File: src/rtl/pipe_control_unit.sv
// Pipelined MIPS control: decodes the ID instruction into a control word and carries it
// through ID/EX, EX/MEM and MEM/WB, with load-use stall, flush and freeze handling.
module pipe_control_unit #(
  parameter int INSTR_W    = 32,
  parameter int REG_ADDR_W = 5,
  parameter bit HAZARD_EN  = 1'b1
) (
  input  logic               clk,
  input  logic               rst,
  input  logic [INSTR_W-1:0] id_instr,
  input  logic               flush_i,
  input  logic               freeze_i,
  output logic               stall_o,
  output logic [1:0]         ex_jump,
  output logic [1:0]         ex_branch,
  output logic               ex_reg_dst,
  output logic               ex_alu_src,
  output logic [2:0]         ex_alu_op,
  output logic               ex_illegal,
  output logic               mem_read,
  output logic               mem_write,
  output logic [2:0]         mem_size,
  output logic               wb_reg_write,
  output logic               wb_mem_to_reg
);

  typedef struct packed {
    logic [1:0] jump;
    logic [1:0] branch;
    logic       reg_dst;
    logic       alu_src;
    logic [2:0] alu_op;
    logic       illegal;
    logic       mem_read;
    logic       mem_write;
    logic [2:0] mem_size;
    logic       reg_write;
    logic       mem_to_reg;
  } ctrl_t;

  typedef struct packed {
    logic       mem_read;
    logic       mem_write;
    logic [2:0] mem_size;
    logic       reg_write;
    logic       mem_to_reg;
  } mem_ctrl_t;

  typedef struct packed {
    logic reg_write;
    logic mem_to_reg;
  } wb_ctrl_t;

  localparam ctrl_t BUBBLE = '0;

  localparam logic [2:0] ALU_ADD   = 3'b000;
  localparam logic [2:0] ALU_SUB   = 3'b001;
  localparam logic [2:0] ALU_FUNCT = 3'b010;
  localparam logic [2:0] ALU_AND   = 3'b011;
  localparam logic [2:0] ALU_OR    = 3'b100;
  localparam logic [2:0] ALU_XOR   = 3'b101;

  logic [5:0]            opcode;
  logic [5:0]            funct;
  logic [REG_ADDR_W-1:0] id_rs;
  logic [REG_ADDR_W-1:0] id_rt;
  logic                  unused_bits;

  assign opcode      = id_instr[31:26];
  assign funct       = id_instr[5:0];
  assign id_rs       = id_instr[21 +: REG_ADDR_W];
  assign id_rt       = id_instr[16 +: REG_ADDR_W];
  assign unused_bits = ^id_instr[15:6];

  ctrl_t dec;
  logic  id_uses_rt;

  always_comb begin
    dec        = BUBBLE;
    id_uses_rt = 1'b0;
    case (opcode)
      6'h00: begin
        dec.reg_dst   = 1'b1;
        dec.alu_op    = ALU_FUNCT;
        dec.reg_write = 1'b1;
        id_uses_rt    = 1'b1;
        if (funct == 6'h08) begin
          dec.jump      = 2'b01;
          dec.reg_write = 1'b0;
        end
      end
      6'h23, 6'h20, 6'h24, 6'h21, 6'h25: begin
        dec.alu_src    = 1'b1;
        dec.alu_op     = ALU_ADD;
        dec.mem_read   = 1'b1;
        dec.reg_write  = 1'b1;
        dec.mem_to_reg = 1'b1;
        case (opcode)
          6'h20:   dec.mem_size = 3'b101;
          6'h24:   dec.mem_size = 3'b001;
          6'h21:   dec.mem_size = 3'b110;
          6'h25:   dec.mem_size = 3'b010;
          default: dec.mem_size = 3'b000;
        endcase
      end
      6'h2B, 6'h28, 6'h29: begin
        dec.alu_src   = 1'b1;
        dec.alu_op    = ALU_ADD;
        dec.mem_write = 1'b1;
        id_uses_rt    = 1'b1;
        case (opcode)
          6'h28:   dec.mem_size = 3'b001;
          6'h29:   dec.mem_size = 3'b010;
          default: dec.mem_size = 3'b000;
        endcase
      end
      6'h04: begin
        dec.branch = 2'b01;
        dec.alu_op = ALU_SUB;
        id_uses_rt = 1'b1;
      end
      6'h05: begin
        dec.branch = 2'b11;
        dec.alu_op = ALU_SUB;
        id_uses_rt = 1'b1;
      end
      6'h08, 6'h0C, 6'h0D, 6'h0E: begin
        dec.alu_src   = 1'b1;
        dec.reg_write = 1'b1;
        case (opcode)
          6'h0C:   dec.alu_op = ALU_AND;
          6'h0D:   dec.alu_op = ALU_OR;
          6'h0E:   dec.alu_op = ALU_XOR;
          default: dec.alu_op = ALU_ADD;
        endcase
      end
      6'h02: dec.jump = 2'b10;
      6'h03: begin
        dec.jump      = 2'b11;
        dec.reg_write = 1'b1;
      end
      default: dec.illegal = 1'b1;
    endcase
  end

  ctrl_t                 id_ex;
  logic [REG_ADDR_W-1:0] id_ex_rt;
  mem_ctrl_t             ex_mem;
  wb_ctrl_t              mem_wb;
  logic                  hazard;

  // A load in EX whose destination feeds the ID instruction cannot be forwarded in time.
  always_comb begin
    hazard = 1'b0;
    if (id_ex.mem_read && (id_ex_rt != '0)) begin
      if ((id_ex_rt == id_rs) || ((id_ex_rt == id_rt) && id_uses_rt)) begin
        hazard = 1'b1;
      end
    end
  end

  assign stall_o = HAZARD_EN ? hazard : 1'b0;

  always_ff @(posedge clk or posedge rst) begin
    if (rst) begin
      id_ex    <= BUBBLE;
      id_ex_rt <= '0;
      ex_mem   <= '0;
      mem_wb   <= '0;
    end else if (!freeze_i) begin
      if (flush_i || stall_o) begin
        id_ex    <= BUBBLE;
        id_ex_rt <= '0;
      end else begin
        id_ex    <= dec;
        id_ex_rt <= id_rt;
      end
      ex_mem.mem_read   <= id_ex.mem_read;
      ex_mem.mem_write  <= id_ex.mem_write;
      ex_mem.mem_size   <= id_ex.mem_size;
      ex_mem.reg_write  <= id_ex.reg_write;
      ex_mem.mem_to_reg <= id_ex.mem_to_reg;
      mem_wb.reg_write  <= ex_mem.reg_write;
      mem_wb.mem_to_reg <= ex_mem.mem_to_reg;
    end
  end

  assign ex_jump       = id_ex.jump;
  assign ex_branch     = id_ex.branch;
  assign ex_reg_dst    = id_ex.reg_dst;
  assign ex_alu_src    = id_ex.alu_src;
  assign ex_alu_op     = id_ex.alu_op;
  assign ex_illegal    = id_ex.illegal;
  assign mem_read      = ex_mem.mem_read;
  assign mem_write     = ex_mem.mem_write;
  assign mem_size      = ex_mem.mem_size;
  assign wb_reg_write  = mem_wb.reg_write;
  assign wb_mem_to_reg = mem_wb.mem_to_reg;

endmodule

File: config.mk
export PLATFORM = sky130hd
export DESIGN_NAME = pipe_control_unit
export DESIGN_NICKNAME = d
export VERILOG_FILES = /design/src/rtl/pipe_control_unit.sv
export SDC_FILE = /design/constraint.sdc
export NUM_CORES = 1
export LEC_CHECK = 0
export CAP_MARGIN = 20
export CORE_UTILIZATION = 49
export DETAILED_ROUTE_END_ITERATION = 12
export GPL_ROUTABILITY_DRIVEN = 0
export PLACE_DENSITY = 0.89
export SLEW_MARGIN = 25
export SYNTH_ARGS = -nofsm -noshare
export SYNTH_HDL_FRONTEND = slang
export SYNTH_SLANG_ARGS = --single-unit
File: constraint.sdc
create_clock -name clk -period 4.4 [get_ports clk]
set_input_delay 0.88 -clock clk [delete_from_list [all_inputs] [get_ports clk]]
set_output_delay 0.88 -clock clk [all_outputs]
set_load 0.05 [all_outputs]
Yosys cells after proc, flatten, opt, wreduce, memory -nomap -nowiden

Cells that the tools add are included.

Bits in registers: 31
Input bits: 36
Output and inout port bits: 18
Word-level logic and storage cells: 72

Equal/unequal tests: 19
Multiplexer cells: 20
Reductions and logical operators: 14

Operators by type and width:

| kind                                                 | count |
|---|---|
| equality test 6 bit (second input constant)          | 8 |
| equality test 6 x 4 -> 1 bit (second input constant) | 5 |
| one-hot mux 3 bit (3 select lines)                   | 2 |
| 2-to-1 mux 17 bit                                    | 1 |
| OR reduction 17 bit                                  | 1 |
| equality test 6 x 2 -> 1 bit (second input constant) | 2 |
| equality test 6 x 3 -> 1 bit (second input constant) | 2 |
| one-hot mux 3 bit (4 select lines)                   | 1 |
| OR reduction 12 bit                                  | 1 |
| equality test 5 bit                                  | 2 |
| 2-to-1 mux 1 bit                                     | 10 |
| OR reduction 10 bit                                  | 1 |
| one-hot mux 2 bit (2 select lines)                   | 2 |
| zero test 6 bit                                      | 1 |
| one-hot mux 2 bit (3 select lines)                   | 1 |
| one-hot mux 3 bit (2 select lines)                   | 1 |
| OR reduction 6 bit                                   | 1 |
| 2-to-1 mux 5 bit                                     | 1 |
| nonzero test 5 bit                                   | 1 |
| OR reduction 5 bit                                   | 1 |
| OR reduction 4 bit                                   | 1 |
| OR reduction 3 bit                                   | 1 |
| logical AND 1 bit                                    | 2 |
| logical OR 1 bit                                     | 2 |
| other kinds (2)                                      | 2 |

Logic depth before layout (Yosys ltp)

Depth in word-level cells: 9
Gate-level depth with buffers: 7
Gate-level depth less buffers: 5

Least setup slack after synthesis

OpenSTA, ideal clock, no wires.

Kind: in2out
From: input id_instr[23]
To: output stall_o
Data arrival time: 2,243 ps
Data required time: 3,520 ps
Path slack: 1,277 ps
Stages on the path: 6
Buffers on the path: 1
Cells stage by stage: xnor2_1 -> nand3_1 -> nor4bb_1 -> and2b_1 -> buf_2 -> inv_1

Cells in the longest elaborated chain, start to end: 4

RTL lines:

| element             | RTL line | text |
|---|---|---|
| start: declaration  | 10       | `input logic [INSTR_W-1:0] id_instr,` |
| equality test 5 bit | 156      | `if ((id_ex_rt == id_rs) \|\| ((id_ex_rt == id_rt) && id_uses_rt)) begin` |
| logical OR 1 bit    | 156      |  |
| 2-to-1 mux 1 bit    | 156      |  |
| 2-to-1 mux 1 bit    | 155      | `if (id_ex.mem_read && (id_ex_rt != '0)) begin` |
| end: declaration    | 13       | `output logic stall_o,` |

Every way passes these cells.

Worst setup path after layout

From: input id_instr[22]
To: output stall_o

Same word-level chain as after synthesis.

==> implementation parameters <==
Parameter                              Value

Placement
  Post-Place Cell Area    between 0.002 and 0.0025 mm^2
  Number of buffers added on ports    43
  Post-DP HPWL    around 2600 um

Worst setup path
  Worst R2R End    ex_jump[1]
  Master of the slowest instance on the critical path    nor4bb_1
  Worst Path Max Fanout    9
  Startpoint kind of the worst setup timing path    input pin
  Type of the setup path with the least slack    input pin to output pin
  Internal reg-to-reg setup slack    2.11 ns
  Endpoint of the worst setup timing path    stall_o
  Cells traversed along the worst timing path    clkdlybuf4s50_1, xnor2_1, nand3_1, nor4bb_1, and2b_1, inv_1, buf_4
  Worst setup path start    id_instr[22]
  Depth of the most critical reg-to-reg path    5
  Delay of the slowest cell on the worst path    between 0.5 and 0.6 ns
  Type of element capturing the critical path    output pin
  Data arrival time of the worst path    about 2.8 ns
  Launch point of the worst reg-to-reg path    id_ex_rt[4]
  Worst Path Required    approximately 3.5 ns

Floorplanning
  DIE AREA    between 0.003 and 0.004 mm^2
  Core Footprint    between 0.003 and 0.004 mm^2
  Effective utilization at floorplan    between 50% and 60%
  Num ports    54
  Floorplan die width    around 60 um
  Cell Rows    20
  Die outline height    between 50 and 60 um

Clock tree
  # Post-CTS Setup Buffers    0
  Clock transition at the registers of the reported paths    0.08 ns
  H-tree levels    2
  Sinks on the clock net    29
  Clock root buffer    clkbuf_4
  Cts-stage hold buffer count    0
  CTS tree    done
  Number of CTS-inserted buffers    5
  Number of resized instances in the post-cts repair step    0
  CTS Buffer Depth    2
  Clock network latency to the later pin of the worst-skew pair    around 0.33 ns

Timing
  FMAX    around 0.27 GHz
  Final Max Slew Viols    0
  Worst hold margin    around 0.5 ns
  Final clock period utilization by the worst path    between 80% and 90%
  RSZ-0062 raised after global routing    no
  Number of setup violations in the final report    0
  Measured slew at the worst slew-check pin    roughly 0.8 ns
  Final-report hold violation count    0
  Worst max-slew margin expressed relative to the limit    between 40% and 50%
  Maximum clock skew at final layout    approximately 0.0077 ns
  Setup TNS Final    0 ns
  Min Clock Period, post-route    3.692 ns

Power and ir drop
  Static Leak    0.9136 nW
  Total Power    0.6270 mW
  Peak supply drop    about 0.00021 V
  Pwr Density    300.6 mW/mm^2

Yosys
  Post-Syn Instances    ~150
  Number of enable flip-flop cells after synthesis    0
  Cell Area, Synth    between 0.0015 and 0.002 mm^2
  Total of flip-flops plus latches after synthesis    29
  Total nets after synthesis    190
  Fraction of registers with async set or reset after synthesis    100.0%
  Seq/Total Area, Yosys    between 40% and 50%
  Prevailing post-synth register cell    dfrtp_1
  Most area-consuming cells after synthesis    dfrtp_1 45%, a32o_1 6.2%, mux2_2 5.6%
  Number of distinct library cells after synthesis    40
  Top cell type by total area after synthesis    dfrtp_1
  Area share of the largest cell type after synthesis    about 45%
  Yosys warning total    0
  Synthesized area per cell    roughly 11 um^2

Detailed routing
  Via count normalized by instance count    5.843
  Total number of vias    about 1.3k
  Post-route DRC    0
  Starting DRT DRC Count    80
  Detailed-route wire length    between 3000 and 4000 um
  DRT Pass-1 Iters    4
  Remaining antenna violation count    0
  Detailed-route wire length per cell    between 15 and 20 um

Final layout
  Fill cell count    between 200 and 300
  Registers with the most flip-flops    id_ex (6), id_ex_rt (5)
  Final net count    about 220
  Ant. Diodes    0
  Fraction of layout cells with a size suffix above 1    between 10% and 20%
  Register area    slightly above 700 um^2
  Total area of multi-input combinational cells    750.7 um^2
  Flip-flop count of the largest register after layout    6
  Final instance area    around 0.0021 mm^2
  Area added between synthesis and finish    28.73%
  Largest register by flop count    id_ex

Global route
  Global-route congestion overflow total    0
  Antenna violations before repair    0
  Global-route usage over all layers    22.58%
  Wire length of the first global-routing pass    5968 um
  Via count of the first global-routing pass    about 1.4k
  Pin count of the biggest net entering global routing    30

Status
  Run status    completed

Run
  Maxcap violations    0

Hold path
  Hold Crit Class    register to register
==> synth_stat cells, drive strengths merged (4+ instances only) <==
cell type	instances
dfrtp	29
buf	12
clkbuf	11
a22o	10
a32o	10
mux2	8
a21oi	7
nand2	6
nor2	6
nor3	6
xor2	6
xnor2	5
o21ai	4
==> placed cells by master, fill, tap and decap left out, drive strengths merged, types with 4 or more instances in the layout <==
| cell | n |
|---|---|
| nor2 | 6 |
| a32o | 10 |
| o21ai | 4 |
| clkdlybuf4s50 | 42 |
| a21oi | 7 |
| nor3 | 6 |
| xnor2 | 5 |
| clkbuf | 7 |
| buf | 5 |
| a22o | 10 |
| dfrtp | 29 |
| mux2 | 8 |
| xor2 | 6 |
| nand2 | 6 |
==> logic make-up after synthesis <==
group,Yosys count,share of synthesized area [%]
muxes,8,5.560
and+or+nand+nor,40,15.21
AOI/OAI and AO/OA,40,19.61
DFF,29,44.79
buffers and inverters,26,8.880
xor gates and xnor gates,11,5.946
==> final cells by class <==
type | instances | share of cell area (%)
timing repair buffer | 47 | 21.96
clock buffer | 7 | 2.639
multi-input combinational | 99 | 35.99
clock inverter | 1 | 1.440
tap | 44 | 2.639
inverter | 3 | 0.5399
sequential | 29 | 34.79
==> power by group <==
part           total, mW  internal (mW)  leakage (nW)  switching, mW
clock network      0.226          0.136        0.0455         0.0902
registers          0.285          0.276         0.396        0.00843
logic              0.117         0.0556         0.472         0.0610
total              0.627          0.467         0.914          0.160
==> worst max-delay path: cells and delay by family <==
family	cells	cell delay, ns
buf+inv	3	0.76
simple gates	3	1.05
xor+xnor	1	0.11
==> layer usage <==
metal / routed length (um) / up-vias / global-route usage, %
met5: 0 / - / 0
met4: 49 / 0 / 8.306
met3: 257 / 7 / 4.585
met2: 1784 / 60 / 41.57
met1: 1458 / 661 / 25.56
li1: - / 616 / -
==> through the flow <==
| stage | setup WS, ns | utilization, % | std cells |
|---|---|---|---|
| after floorplan | 1.277 | - | 154 |
| after global placement | 0.7791 | 64.48 | 222 |
| after detailed placement | 0.7179 | 64.48 | 222 |
| after CTS | 0.7190 | 67.22 | 230 |
| after global routing | 0.6181 | 67.22 | 230 |
| final | 0.7084 | 67.22 | 230 |
==> worst min path at each step <==
stage               slack, ns    startpoint           end  depth (start not counted)
floorplan                0.46      id_ex[2]      id_ex[2]                          1
global route             0.53      id_ex[3]      id_ex[3]                          1
CTS                      0.51  ex_alu_op[1]  ex_alu_op[1]                          1
global placement         0.47      id_ex[3]      id_ex[3]                          1
detailed placement       0.49  ex_alu_op[1]  ex_alu_op[1]                          1
finish                   0.50      id_ex[3]      id_ex[3]                          1
(Power assumes the default switching activity.)
